<file path="src/rtl/rom_rd_arbiter.sv">
// Round-robin arbiter and burst sequencer sharing one asynchronous 64x4 ROM
// between NREQ requesters. A winner gets a one-cycle grant, then 1..4
// consecutive ROM words come back as registered rdata with a one-hot
// rvalid strobe on the owner. One IDLE cycle always separates two bursts.
//
// Handshake: req is a level. It is sampled only in IDLE. addr_in and len_in
// are captured at the grant edge. gnt is a one-cycle pulse. rvalid[i] marks
// a beat for requester i in the cycle it is high. There is no back-pressure.
module rom_rd_arbiter #(
  parameter int NREQ = 4,
  parameter int AW   = 6,
  parameter int DW   = 4,
  parameter int LW   = 2
) (
  input  logic                 clk,
  input  logic                 rst_n,
  input  logic [NREQ-1:0]      req,
  input  logic [NREQ*AW-1:0]   addr_in,
  input  logic [NREQ*LW-1:0]   len_in,
  output logic [NREQ-1:0]      gnt,
  output logic [NREQ-1:0]      rvalid,
  output logic [DW-1:0]        rdata,
  output logic                 busy,
  output logic                 rom_en,
  output logic [AW-1:0]        rom_addr,
  input  logic [DW-1:0]        rom_dout
);

  localparam int PW = (NREQ > 1) ? $clog2(NREQ) : 1;

  typedef enum logic {IDLE = 1'b0, BURST = 1'b1} state_t;

  state_t          state, state_next;
  logic [PW-1:0]   ptr, ptr_next;
  logic [PW-1:0]   owner, owner_next;
  logic [LW-1:0]   cnt, cnt_next;
  logic [NREQ-1:0] gnt_next, rvalid_next;
  logic [DW-1:0]   rdata_next;
  logic            busy_next, rom_en_next;
  logic [AW-1:0]   rom_addr_next;

  logic [PW-1:0]   win;
  logic            found;
  int              idx;

  // Rotating priority search: first set req bit starting at ptr+1, wrapping.
  always_comb begin
    win   = ptr;
    found = 1'b0;
    idx   = 0;
    for (int off = 1; off <= NREQ; off++) begin
      idx = int'(ptr) + off;
      if (idx >= NREQ) idx = idx - NREQ;
      if (!found && req[idx]) begin
        found = 1'b1;
        win   = PW'(idx);
      end
    end
  end

  // State register.
  always_ff @(posedge clk or negedge rst_n) begin
    if (!rst_n) state <= IDLE;
    else        state <= state_next;
  end

  // Next-state logic: a burst starts on any request and ends after its last beat.
  always_comb begin
    state_next = state;
    case (state)
      IDLE:    if (found) state_next = BURST;
      BURST:   if (cnt == '0) state_next = IDLE;
      default: state_next = IDLE;
    endcase
  end

  // Output/datapath next values; every output is registered below.
  always_comb begin
    ptr_next      = ptr;
    owner_next    = owner;
    cnt_next      = cnt;
    gnt_next      = '0;
    rvalid_next   = '0;
    rdata_next    = rdata;
    busy_next     = busy;
    rom_en_next   = rom_en;
    rom_addr_next = rom_addr;
    case (state)
      IDLE: begin
        busy_next   = 1'b0;
        rom_en_next = 1'b0;
        if (found) begin
          gnt_next[win] = 1'b1;
          rom_addr_next = addr_in[int'(win)*AW +: AW];
          cnt_next      = len_in[int'(win)*LW +: LW];
          rom_en_next   = 1'b1;
          busy_next     = 1'b1;
          owner_next    = win;
          ptr_next      = win;
        end
      end
      BURST: begin
        rdata_next         = rom_dout;
        rvalid_next[owner] = 1'b1;
        if (cnt != '0) begin
          rom_addr_next = rom_addr + AW'(1);
          cnt_next      = cnt - LW'(1);
        end else begin
          rom_en_next = 1'b0;
          busy_next   = 1'b0;
        end
      end
      default: begin
        busy_next   = 1'b0;
        rom_en_next = 1'b0;
      end
    endcase
  end

  // Datapath and output registers; reset drops any burst in progress.
  always_ff @(posedge clk or negedge rst_n) begin
    if (!rst_n) begin
      ptr      <= PW'(NREQ - 1);
      owner    <= '0;
      cnt      <= '0;
      gnt      <= '0;
      rvalid   <= '0;
      rdata    <= '0;
      busy     <= 1'b0;
      rom_en   <= 1'b0;
      rom_addr <= '0;
    end else begin
      ptr      <= ptr_next;
      owner    <= owner_next;
      cnt      <= cnt_next;
      gnt      <= gnt_next;
      rvalid   <= rvalid_next;
      rdata    <= rdata_next;
      busy     <= busy_next;
      rom_en   <= rom_en_next;
      rom_addr <= rom_addr_next;
    end
  end

endmodule

</file>
<file path="config.mk">
export PLATFORM = sky130hd
export DESIGN_NAME = rom_rd_arbiter
export DESIGN_NICKNAME = d
export VERILOG_FILES = /design/src/rtl/rom_rd_arbiter.sv
export SDC_FILE = /design/constraint.sdc
export NUM_CORES = 1
export LEC_CHECK = 0
export ABC_CLOCK_PERIOD_IN_PS = 4300
export BUFFER_PORTS_ARGS = -buffer_cell sky130_fd_sc_hd__buf_2
export CAP_MARGIN = 20
export CORE_ASPECT_RATIO = 1.5
export CORE_UTILIZATION = 51
export CTS_CLUSTER_SIZE = 12
export DETAILED_ROUTE_END_ITERATION = 7
export GPL_TIMING_DRIVEN = 1
export PLACE_DENSITY = 0.84
export SETUP_SLACK_MARGIN = 0.2
export SYNTH_ARGS = -nofsm -noshare
export SYNTH_HDL_FRONTEND = slang
export SYNTH_SLANG_ARGS = --single-unit
</file>
<file path="constraint.sdc">
create_clock -name clk -period 4.3 [get_ports clk]
set_clock_uncertainty 0.1 [all_clocks]
set_input_delay 0.215 -clock clk [delete_from_list [all_inputs] [get_ports clk]]
set_output_delay 0.215 -clock clk [all_outputs]
set_load 0.03 [all_outputs]
</file>
* Yosys cells after proc, flatten, opt, wreduce, memory -nomap -nowiden
Cells that the tools add are included.
** Operators by class
- Add/subtract/negate cells :: 10
- Multiply operators :: 1
- Div/mod/pow operators :: 0
- Order comparisons :: 12
- Equality and inequality tests :: 3
- Shift-type cells :: 2
- Mux-type cells :: 42
- Bitwise gates (word level) :: 1
- Reduce and logical (&&, ||, !) cells :: 12
** Operators with widths (number)
- 32-bit by 4-bit less-than comparator with 1-bit output (second input constant) :: 4
- 32-bit 2-to-1 mux :: 4
- 24-bit by 6-bit variable part select with 6-bit output :: 1
- 1-bit 2-to-1 mux :: 17
- 2-bit 2-to-1 mux :: 6
- 4-bit 2-to-1 mux :: 3
- 6-bit 2-to-1 mux :: 2
- 6-bit one-hot mux with 2 select lines :: 1
- 3-bit by 3-bit subtractor with 4-bit output (second input constant) :: 3
- 3-bit greater-or-equal comparator (second input constant) :: 3
- 1-bit binary-select mux with 2-bit select :: 4
- 8-bit by 4-bit variable part select with 2-bit output :: 1
- 2-bit by 2-bit adder with 3-bit output (second input constant) :: 2
- 6-bit by 1-bit adder with 6-bit output (second input constant) :: 1
- 2-bit by 3-bit less-than comparator with 1-bit output (second input constant) :: 2
- 1-bit logical AND :: 5
- 4-bit by 3-bit subtractor with 5-bit output (second input constant) :: 1
- 2-bit by 3-bit adder with 4-bit output (second input constant) :: 1
- 1-bit demux with 2-bit select :: 2
- 2-bit by 1-bit greater-or-equal comparator with 1-bit output (second input constant) :: 2
- 4-bit by 3-bit greater-or-equal comparator with 1-bit output (second input constant) :: 1
- 2-bit by 2-bit multiplier with 4-bit output (second input constant) :: 1
- 2-bit != test (second input constant) :: 2
- 1-bit one-hot mux with 2 select lines :: 2
- other kinds (9) :: 12
** Storage, ports and cells
- Register bits :: 26
- Latch bits :: 0
- Memory bits (writable) :: 0
- ROM bits :: 0
- Bits of input ports :: 42
- Output and inout bits :: 20
- Word-level logic and storage cells :: 92
- Memories kept :: 0

* Longest topological paths before layout
- Depth in word-level cells :: 22
- Depth in mapped cells :: 8
- Mapped depth without buffers :: 7

* Worst setup path after synthesis
Ideal clock, no wire load.
- Kind :: register to register
- From :: reg ptr[0]
- To :: reg cnt[0]
- Library setup time :: 0.126 ns
- Arrival time :: 1.694 ns
- Data required time :: 4.074 ns
- Path slack :: 2.380 ns
- Cell stages (with the launch flop) :: 8
- Path buffers :: 1
- Clock period less this slack :: 1.920 ns
- Cells stage by stage :: dfstp_2 > or2b_1 > a21oi_2 > nor3_2 > buf_6 > mux2_1 > o22ai_1 > o22ai_1
** Between the ends
- Longest elaborated chain between the ends :: 19
- Elaborated cells between the ends (all ways) :: 47
- Classes of those cells :: add/sub (8); order compare (4); eq/ne (1); shift (1); mux (26); reduce/logical (7)
** RTL lines
- start, declared :: line 34 : logic [PW-1:0] ptr, ptr_next;
- start signal, assigned :: line 123 : ptr <= PW'(NREQ - 1);
- start signal, assigned :: line 133 : ptr <= ptr_next;
- 2-bit by 1-bit adder with 3-bit output :: line 52 : idx = int'(ptr) + off;
- 3-bit by 3-bit subtractor with 4-bit output or 3-bit greater-or-equal comparator (tied branches) :: line 53 : if (idx >= NREQ) idx = idx - NREQ;
- 32-bit 2-to-1 mux :: line 53
- 1-bit binary-select mux with 2-bit select :: line 54 : if (!found && req[idx]) begin
- 1-bit 2-to-1 mux (implied by the code) (2 in a row) :: line 54
- 1-bit 2-to-1 mux :: line 54
- 1-bit logical NOT :: line 54
- 1-bit logical AND :: line 54
- (+2 left out)
- 1-bit logical AND :: line 54
- 1-bit 2-to-1 mux :: line 54
- 1-bit logical NOT :: line 54
- 1-bit logical AND :: line 54
- 2-bit 2-to-1 mux :: line 54
- 8-bit by 4-bit variable part select with 2-bit output :: line 95 : cnt_next = len_in[int'(win)*LW +: LW];
- 2-bit 2-to-1 mux :: line 92 : if (found) begin
- 2-bit one-hot mux with 2 select lines :: line 88 : case (state)
- end signal, assigned :: line 135 : cnt <= cnt_next;
- end, declared :: line 36 : logic [LW-1:0] cnt, cnt_next;
Several ways; a longest one is shown, not always the timed one. The select of a mux whose other input is x is not followed.
A chain may end at the register's enable or synchronous reset.

* Final worst setup path
- From :: reg ptr[0]
- To :: reg rom_addr[0]
** Between the ends
- Longest elaborated chain between the ends :: 20
- Elaborated cells between the ends (all ways) :: 48
- Classes of those cells :: add/sub (8); mul (1); order compare (4); eq/ne (1); shift (1); mux (26); reduce/logical (7)
** RTL lines
- 2-bit by 1-bit adder with 3-bit output :: line 52
- 3-bit by 3-bit subtractor with 4-bit output or 3-bit greater-or-equal comparator (tied branches) :: line 53
- 32-bit 2-to-1 mux :: line 53
- 1-bit binary-select mux with 2-bit select :: line 54
- 1-bit 2-to-1 mux (implied by the code) (2 in a row) :: line 54
- 1-bit 2-to-1 mux :: line 54
- 1-bit logical NOT :: line 54
- 1-bit logical AND :: line 54
- (+3 left out)
- 1-bit 2-to-1 mux :: line 54
- 1-bit logical NOT :: line 54
- 1-bit logical AND :: line 54
- 2-bit 2-to-1 mux :: line 54
- 2-bit by 2-bit multiplier with 4-bit output :: line 94 : rom_addr_next = addr_in[int'(win)*AW +: AW];
- 24-bit by 6-bit variable part select with 6-bit output :: line 94
- 6-bit 2-to-1 mux :: line 92
- 6-bit one-hot mux with 2 select lines :: line 88
- end signal, assigned :: line 141 : rom_addr <= rom_addr_next;
- end, declared :: line 25 : output logic [AW-1:0] rom_addr,
Several ways; a longest one is shown, not always the timed one. The select of a mux whose other input is x is not followed.

==> impl_metrics.py <==
metrics = {
    "outcome": {
        "status": "complete, no violations",
    },
    "logic_synthesis": {
        "synth_ff_type": "dfrtp_1",
        "synth_edf_count": 0,
        "synth_area_leader_cell": "dfrtp_1",
        "syn_inst": 146,
        "synth_seq_cells": 26,
        "synth.avg_cell_area_um2": 10.10,
        "synth.cell_area_um2": 1475,
        "synth_async_sr_flop_share_pct": 100.0,
        "ys_warn_count": 0,
        "synth-seq-area-share_pct": 44.27,
        "synth_top_area_share_pct": 40.71,
        "synth_cell_type_count": 47,
        "synth.net_count": 190,
        "ys_top_cells_by_area": "dfrtp_1 41%, mux2i_1 8.8%, mux2_2 4.6%, dfstp_2 3.6%, nand2_1 3.6%",
    },
    "sta": {
        "hold_ws_ns": 0.07567,
        "fmax_mhz": 387.5,
        "rsz0062_at_grt": "false",
        "final_max_slew_viol_count": 0,
        "timing.final.crit_share_pct": 60.01,
        "maxSlewHeadroom_pct": 33.72,
        "tns_ns": 0,
        "setup_viol": 0,
        "hold_violations": 0,
        "period_needed_ns": 2.580,
        "tightest_slew_ns": 0.9910,
    },
    "grt": {
        "grt_max_degree": 27,
        "antenna_found_initial": 0,
        "grt_pass1_wl_um": 5540,
        "first_global_vias": 1291,
        "grt_overflow": 0,
        "track_usage_pct": 23.90,
    },
    "detailed_routing": {
        "dr.pass1.iters": 4,
        "remaining_drc_errors": 0,
        "drt-total-wl_um": 3448,
        "vias": 1365,
        "drtIter0Drc": 41,
        "avgRoutedWirePerCell_um": 14.19,
        "vias_per_cell": 5.617,
        "postRouteAntennaNets": 0,
    },
    "min_path": {
        "min_path_type": "primary input to flop",
        "min_path_cells": 2,
    },
    "floorplanning": {
        "die_w_um": 45.91,
        "placementRows": 23,
        "core_area_um2": 2705,
        "fp.dieArea_um2": 3116,
        "die_h_um": 67.87,
        "pin_count": 62,
        "start_util_pct": 54.53,
    },
    "pwr": {
        "ir_drop_mv": 0.4330,
        "p_sw_uw": 626.2,
        "p_comb_share_pct": 53.9,
        "power.density_nw_per_um2": 755.1,
        "p_seq_share_pct": 32.0,
        "internal-power_uw": 788.2,
        "power_switching_share_pct": 44.27,
        "pwr-share-clk_pct": 14.1,
        "p_leak_uw": 0.0009488,
    },
    "finish": {
        "antenna_cells": 0,
        "final_common_cell": "buf_2",
        "num-nets-final": 251,
        "fin_util_pct": 69.24,
        "syn_to_final_growth_pct": 26.97,
        "drive_gt1_share_pct": 38.83,
        "final_cell_mix": "61 x buf_2, 24 x dfrtp_1, 14 x nand2_1",
    },
    "critical_path": {
        "critPathMaxFanout": 19,
        "path_class": "flop to flop",
        "ff2ff_path_depth": 6,
        "end_kind": "flop",
        "worstPathArrival_ns": 2.67,
        "crit_family": "simple AND/OR/NAND/NOR gates",
        "crit_required_ns": 4.39,
        "crit_cells": 6,
        "slowest_stage": "nor3_4",
        "path_buf_inv": 0,
        "max_stage_delay_ns": 0.84,
        "path_cells": "nand2b_1 -> nor2_1 -> nor3_4 -> mux2i_1 -> a311o_1 -> o22ai_1",
        "critical_path.startpoint_type": "flop",
    },
    "flow_run": {
        "maxCapViolations": 0,
    },
    "clocking": {
        "clock_path_buffers": 2,
        "cts-root-buf": "clkbuf_8",
        "clkTransAtPathRegs_ns": 0.09,
        "postCtsSetupBuffers": 0,
        "cts_max_level": 1,
        "cts_resized": 0,
        "clock_latency_ns": 0.26,
        "tritoncts": "done",
        "clock_sinks": 26,
        "cts_buffers": 3,
    },
    "placed_design": {
        "place_hpwl_um": 2638,
        "place_congestion": 0.8247,
        "io_buffers": 61,
    },
}
-- through the flow --
step / area [um^2] / instances / total power, uW / worst slack, ns
floorplan: 1475 / 146 / 1035 / 2.380
global placement: 1792 / 238 / 1170 / 1.912
detailed placement: 1792 / 238 / 1214 / 1.732
CTS: 1873 / 243 / 1416 / 1.704
global route: 1873 / 243 / 1505 / 1.580
finish: 1873 / 243 / 1414 / 1.720
-- area by class of cell --
cell class / count / area, um^2
multi-input combinational: 109 / 768.2
fill: 241 / 832.0
timing repair buffer: 62 / 315.3
inverter: 5 / 18.77
clock buffer: 3 / 41.29
tap: 37 / 46.29
clock inverter: 1 / 30.03
sequential: 26 / 653.1
-- worst paths after layout --
kind	from	endpoint	slack [ns]
setup / recovery	ptr[0]$_DFFE_PN1P_	rom_addr[0]$_DFFE_PN0P_	1.72
hold / removal	rom_dout[1]	rdata[1]$_DFFE_PN0P_	0.08
setup reg to reg	ptr[0]$_DFFE_PN1P_	rom_addr[0]$_DFFE_PN0P_	1.72
hold reg to reg	owner[1]$_DFFE_PN0P_	rvalid[1]$_DFF_PN0_	0.40
max in group asynchronous	rst_n	ptr[0]$_DFFE_PN1P_	3.35
min in group asynchronous	rst_n	rvalid[1]$_DFF_PN0_	0.37
-- power groups by stage --
| stage | combinational (uW) | sequential, uW | clock, uW |
|---|---|---|---|
| floorplan | 473 | 562 | 0 |
| global placement | 724 | 446 | 0 |
| detailed placement | 757 | 457 | 0 |
| CTS | 762 | 452 | 203 |
| global route | 822 | 467 | 215 |
| finish | 762 | 453 | 200 |
-- what timing repair did --
action	CTS	global route
hold buffers	1	0
setup endpoints to repair	0	0
endpoints found under the hold margin	24	0
-- metal layers --
metal | GRT usage (%) | up-vias | part of all wire (%)
li1 | - | 654 | -
met1 | 26.64 | 649 | 38
met2 | 44.37 | 58 | 56
met3 | 2.375 | 4 | 4.5
met4 | 9.559 | 0 | 1.2
met5 | 0 | - | 0
-- state kept, by name (all words and copies together) (netlist names), 2 cells and up --
signal and count:
cnt 2, rdata 4, rom_addr 6, ptr 2
owner 2, gnt 4, rvalid 4
-- synth_stat cells (2+ instances only) --
master	number
dfrtp_1	24
nand2_1	14
mux2i_1	13
nor2_1	13
a21oi_1	7
mux2_2	6
o21ai_0	6
o22ai_1	6
inv_1	4
clkbuf_1	3
mux2_1	3
nand2b_1	3
buf_6	2
dfstp_2	2
ha_1	2
nand3_1	2
nor2b_1	2
nor3_1	2
nor3b_1	2
o21a_1	2
o221ai_1	2
-- kinds of logic (layout without fill, tap and decap cells) --
| family | after synthesis | count (layout) | share of synthesized area [%] |
|---|---|---|---|
| and+or+nand+nor | 50 | 50 | 17.47 |
| buffers and inverters | 11 | 71 | 4.071 |
| adders and majority gates | 2 | 2 | 1.696 |
| DFF | 26 | 26 | 44.28 |
| muxes | 22 | 22 | 15.69 |
| AOI/OAI and AO/OA | 35 | 35 | 16.79 |
No activity file was read; power rests on OpenSTA's default activity.
